==> src/rtl/serial_add_pkg.sv <==
// serial_add_pkg: FSM states and parameter helpers shared by the serial add sequencer
package serial_add_pkg;
  typedef enum logic [2:0] {IDLE, KICK, ISSUE, WAIT, DONE} state_t;
  function automatic int cnt_w(input int width);
    return width > 1 ? $clog2(width) : 1;
  endfunction
  function automatic bit bit_cyc_ok(input int add_lat, input int bit_cyc);
    return add_lat >= 1 && bit_cyc >= add_lat + 1;
  endfunction
endpackage

==> src/rtl/serial_shift_reg.sv <==
// serial_shift_reg: parallel-load right shift register, serial in at MSB, serial out is q[0]
module serial_shift_reg #(
  parameter int WIDTH = 8
) (
  input  logic             clk,
  input  logic             rst,
  input  logic             load,
  input  logic             shift,
  input  logic             sin,
  input  logic [WIDTH-1:0] d,
  output logic [WIDTH-1:0] q
);
  always_ff @(posedge clk)
    q <= rst ? '0 : load ? d : shift ? {sin, q[WIDTH-1:1]} : q;
endmodule

==> src/rtl/serial_add_sequencer.sv <==
// serial_add_sequencer: word-level handshake front/back end for a bit-serial full adder
module serial_add_sequencer
  import serial_add_pkg::*;
#(
  parameter int WIDTH   = 8,
  parameter int ADD_LAT = 1,
  parameter int BIT_CYC = 2
) (
  input  logic             CLK,
  input  logic             RST,
  input  logic             in_valid,
  output logic             in_ready,
  input  logic [WIDTH-1:0] op_a,
  input  logic [WIDTH-1:0] op_b,
  input  logic             op_cin,
  output logic             out_valid,
  input  logic             out_ready,
  output logic [WIDTH-1:0] sum,
  output logic             cout,
  output logic             add_start,
  output logic             add_rst,
  output logic             add_a,
  output logic             add_b,
  output logic             add_cin,
  input  logic             add_s,
  input  logic             add_cout
);
  localparam int CNT_W  = cnt_w(WIDTH);
  localparam int WAIT_W = $clog2(BIT_CYC + 1);
  localparam logic [CNT_W-1:0]  LAST_BIT = CNT_W'(WIDTH - 1);
  localparam logic [WAIT_W-1:0] CNT_TOP  = WAIT_W'(BIT_CYC - 1);
  localparam logic [WAIT_W-1:0] SMP_CNT  = WAIT_W'(BIT_CYC - 1 - ADD_LAT);
  if (!bit_cyc_ok(ADD_LAT, BIT_CYC)) begin : g_bad_bit_cyc
    $error("serial_add_sequencer: BIT_CYC must be at least ADD_LAT+1");
  end
  state_t state;
  logic [CNT_W-1:0] bit_cnt;
  logic [WAIT_W-1:0] cnt;
  logic carry, accept, issue, smp, unused;
  logic [WIDTH-1:0] a_q, b_q, sum_q;
  assign accept = state == IDLE && in_valid && in_ready;
  assign smp    = state == WAIT && cnt == SMP_CNT;
  assign issue  = state == ISSUE || (state == WAIT && cnt == '0 && bit_cnt != LAST_BIT);
  assign sum    = sum_q;
  assign cout   = carry;
  assign unused = ^{a_q[WIDTH-1:1], b_q[WIDTH-1:1]};
  serial_shift_reg #(.WIDTH(WIDTH)) u_a (
    .clk(CLK), .rst(RST), .load(accept), .shift(issue), .sin(1'b0), .d(op_a), .q(a_q)
  );
  serial_shift_reg #(.WIDTH(WIDTH)) u_b (
    .clk(CLK), .rst(RST), .load(accept), .shift(issue), .sin(1'b0), .d(op_b), .q(b_q)
  );
  serial_shift_reg #(.WIDTH(WIDTH)) u_sum (
    .clk(CLK), .rst(RST), .load(1'b0), .shift(smp), .sin(add_s), .d('0), .q(sum_q)
  );
  always_ff @(posedge CLK) begin
    if (RST) begin
      state     <= IDLE;
      in_ready  <= 1'b0;
      out_valid <= 1'b0;
      add_start <= 1'b0;
      add_rst   <= 1'b1;
      add_a     <= 1'b0;
      add_b     <= 1'b0;
      add_cin   <= 1'b0;
      bit_cnt   <= '0;
      cnt       <= '0;
      carry     <= 1'b0;
    end else begin
      if (smp) carry <= add_cout;
      if (issue) begin
        add_a   <= a_q[0];
        add_b   <= b_q[0];
        add_cin <= smp ? add_cout : carry;
        cnt     <= CNT_TOP;
      end
      case (state)
        IDLE: begin
          add_rst  <= 1'b0;
          in_ready <= !accept;
          if (accept) begin
            state     <= KICK;
            add_start <= 1'b1;
            carry     <= op_cin;
            bit_cnt   <= '0;
          end
        end
        KICK: begin
          add_start <= 1'b0;
          state     <= ISSUE;
        end
        ISSUE: state <= WAIT;
        WAIT: begin
          if (cnt != '0) cnt <= cnt - 1'b1;
          else if (bit_cnt == LAST_BIT) begin
            state     <= DONE;
            out_valid <= 1'b1;
          end else bit_cnt <= bit_cnt + 1'b1;
        end
        DONE: begin
          if (out_ready) begin
            state     <= IDLE;
            out_valid <= 1'b0;
            add_rst   <= 1'b1;
            in_ready  <= 1'b1;
          end
        end
        default: state <= IDLE;
      endcase
    end
  end
endmodule

==> config.mk <==
export PLATFORM = sky130hd
export DESIGN_NAME = serial_add_sequencer
export DESIGN_NICKNAME = d
export VERILOG_FILES = /design/src/rtl/serial_add_pkg.sv /design/src/rtl/serial_shift_reg.sv /design/src/rtl/serial_add_sequencer.sv
export SDC_FILE = /design/constraint.sdc
export NUM_CORES = 1
export LEC_CHECK = 0
export CORE_ASPECT_RATIO = 1.75
export CORE_UTILIZATION = 40
export DETAILED_ROUTE_END_ITERATION = 8
export PLACE_DENSITY_LB_ADDON = 0.05
export SLEW_MARGIN = 25
export SYNTH_ARGS = -nofsm -noshare
export SYNTH_HDL_FRONTEND = slang
export SYNTH_SLANG_ARGS = --single-unit
export TNS_END_PERCENT = 20
==> constraint.sdc <==
create_clock -name CLK -period 1.89 [get_ports CLK]
set_clock_uncertainty 0.15 [all_clocks]
set_input_delay 0.189 -clock CLK [delete_from_list [all_inputs] [get_ports CLK]]
set_output_delay 0.189 -clock CLK [all_outputs]
set_load 0.05 [all_outputs]
==> metrics.log <==
INFO  metric post_synth_num_cell_types = 37
INFO  metric setup_viol = 0
INFO  metric arrival = 1.47 ns
INFO  metric detailedRoute.firstIterationViolations = 24
INFO  metric final_hold_viol_count = 0
INFO  metric finalWorstPathRequiredPeriod = 1.81 ns
INFO  metric final_worst_hold_slack = 0.292 ns
INFO  metric detail-route-antenna-nets = 0
INFO  metric synthArstFlopShare = 0%
INFO  metric globalplace.congestion = 0.819
INFO  metric ctsHtreeMaxLevel = 2
INFO  metric route.vias.total = 1461
INFO  metric wl_per_cell = 14.0 µm
INFO  metric worst_pin_slew = 0.508 ns
INFO  metric achievable-frequency = 553 MHz
INFO  metric yosysWarnings = 0
INFO  metric chipHeight = 89.1 µm
INFO  metric detailed_place_hpwl = 2810 µm
INFO  metric placedCellCount = 270
INFO  metric ctsHoldBuffers = 0
INFO  metric globalRoute.totalOverflow = 0
INFO  metric hold_path_class = input port to flip-flop
INFO  metric top_level_ports = 39
INFO  metric cellLeakagePower = 0.787 nW
INFO  metric clock_sinks = 40
INFO  metric postSynthNetCount = 212
INFO  metric tns = 0 ns
INFO  metric ir_drop = 0.590 mV
INFO  metric worstSetupEndpointType = output pin
INFO  metric synth_common_cells = sky130_fd_sc_hd__dfxtp_1 (40), sky130_fd_sc_hd__nand2_1 (40), sky130_fd_sc_hd__a21oi_1 (18), sky130_fd_sc_hd__mux2i_1 (17), sky130_fd_sc_hd__nor2_1 (9)
INFO  metric critPathSlowestCell = sky130_fd_sc_hd__clkdlybuf4s50_1
INFO  metric synth-seq-cells = 40
INFO  metric die_w = 51.8 µm
INFO  metric ys_seq_area_share = 46.2%
INFO  metric initial_utilization = 41.8%
INFO  metric clock-root-buffer = sky130_fd_sc_hd__clkbuf_8
INFO  metric critical_path.cell_chain = clkdlybuf4s50_1
INFO  metric final_count_of_pins_violating_max_slew = 0
INFO  metric grt_antenna_before_repair = 0
INFO  metric final_net_count = 255
INFO  metric maxCapViolations = 0
INFO  metric drc = 0
INFO  metric timing.critical_path.buf_inv = 1
INFO  metric clk_pin_slew = 0.08 ns
INFO  metric setup_repair_after_global_routing_missed_its_margin = no
INFO  metric synthTopCellsByArea = sky130_fd_sc_hd__dfxtp_1 (46%), sky130_fd_sc_hd__mux2i_1 (9.8%), sky130_fd_sc_hd__nand2_1 (8.7%)
INFO  metric gr_util_all_layers = 18.0%
INFO  metric ys.flop_type = sky130_fd_sc_hd__dfxtp_1
INFO  metric port_buffers = 38
INFO  metric synthDominantAreaCellType = sky130_fd_sc_hd__dfxtp_1
INFO  metric placementRows = 31
INFO  metric worst_path_largest_cell_delay = 0.83 ns
INFO  metric cts.path.max_buffers = 2
INFO  metric synth_cells = 187
INFO  metric critPathLaunchType = flip-flop
INFO  metric crit_family = buffers and inverters
INFO  metric grt_max_degree = 17
INFO  metric die-area = 4610 µm²
INFO  metric layout-area-overhead-vs-synth = 30.4%
INFO  metric critPathRequiredTime = 1.55 ns
INFO  metric fin_cells = 280
INFO  metric core-area = 4150 µm²
INFO  metric powerDensity = 850 nW/µm²
INFO  metric dr.pass1.iters = 4
INFO  metric cts_inserted_buffers = 5
INFO  metric final_core_util = 54.4%
INFO  metric cts_tree = built
INFO  metric detail_route.vias_per_cell = 5.22
INFO  metric kind_of_critical_path = flip-flop to output pin
INFO  metric synth-edff-count = 0
INFO  metric outcome = completed
INFO  metric synth.top_cell.area_share = 46.2%
INFO  metric final_layout_size_suffix_gt1_share = 13.9%
INFO  metric clk_latency = 0.29 ns
INFO  metric antenna_cells_inserted = 0
INFO  metric synth.cell_area = 1730 µm²
INFO  metric critical_path_peak_fanout = 2
INFO  metric totalWireLength = 3910 µm
INFO  metric syn_avg_cell_area = 9.27 µm²
INFO  metric fin_crit_sh = 95.7%
INFO  metric grt_pass1_wl = 6170 µm
INFO  metric first_global_vias = 1395
INFO  metric slew_headroom = 66.0%
[power by group]
group          leakage [nW]  switching, W  internal, W  total, W
Combinational         0.416      0.000205     0.000178  0.000383
Sequential            0.326     0.0000557     0.000897  0.000953
Clock                0.0445      0.000289     0.000297  0.000585
[flip-flops by register name, indices dropped and copies added (netlist names)]
signal     cells
cnt            2
add_b          1
state          3
add_start      1
cout           1
u_b.q          8
add_a          1
u_sum.q        8
out_valid      1
in_ready       1
add_cin        1
add_rst        1
bit_cnt        3
u_a.q          8
[metal layers]
layer  vias up  share of wire, %  global-route usage [%]
li1        731                 -                       -
met1       687                42                    18.6
met2        34                53                    33.1
met3         9               3.2                    3.91
met4         0               2.2                    9.58
met5         -                 0                       0
[final timing paths]
check                                from                    end  slack (ns)  depth (start not counted)
setup / recovery   out_valid$_SDFFE_PP0P_              out_valid        0.08                          1
hold / removal                    op_a[5]  u_a.q[5]$_SDFFE_PP0P_        0.29                          3
hold reg to reg        add_b$_SDFFE_PP0P_     add_b$_SDFFE_PP0P_        0.31                          2
setup reg to reg  bit_cnt[0]$_SDFFE_PP0P_  u_a.q[0]$_SDFFE_PP0P_        0.12                          6
[kinds of logic (layout without fill, tap and decap cells)]
kind of cell               count (synthesis)  after routing  share of synthesized area [%]
buffers and inverters                     15             58                           7.22
AOI/OAI and AO/OA                         47             47                           17.1
muxes                                     18             18                           10.5
and+or+nand+nor                           65             66                           17.5
DFF                                       40             40                           46.2
adders and majority gates                  2              2                           1.44
[placed cells by master (no fill, tap or decap), drive strengths merged, types with 2 or more instances in the layout]
| master | Yosys | final |
|---|---|---|
| a21oi | 19 | 19 |
| dfxtp | 40 | 40 |
| o21ai | 14 | 14 |
| buf | 10 | 11 |
| ha | 2 | 2 |
| nor2 | 10 | 10 |
| a22o | 2 | 2 |
| nor3 | 5 | 5 |
| and2 | 1 | 2 |
| nand2 | 40 | 40 |
| clkdlybuf4s50 | 0 | 37 |
| inv | 2 | 2 |
| clkbuf | 3 | 7 |
| a211oi | 3 | 3 |
| mux2i | 17 | 17 |
| a21boi | 2 | 2 |
| nand2b | 3 | 3 |
[what timing repair did]
item	in CTS	in global routing
setup endpoints to repair	0	11
setup buffers	0	1
gates resized for setup	0	1
[metrics by stage]
stage | total power, W | setup slack [ns] | area (µm²)
detailed placement | 0.00134 | 0.0142 | 2150
CTS | 0.00193 | 0.0131 | 2240
floorplan | 0.00125 | -0.0133 | 1770
finish | 0.00192 | 0.0810 | 2260
global route | 0.00201 | 0.0315 | 2260
global placement | 0.00134 | 0.114 | 2150
[area by class of cell]
| cell class | count | area [µm²] |
|---|---|---|
| inverter | 2 | 7.51 |
| timing repair buffer | 48 | 453 |
| tap | 49 | 61.3 |
| sequential | 40 | 803 |
| clock inverter | 1 | 7.51 |
| fill | 401 | 1890 |
| multi-input combinational | 133 | 841 |
| clock buffer | 7 | 86.3 |
Power figures use the tool's default switching activity.
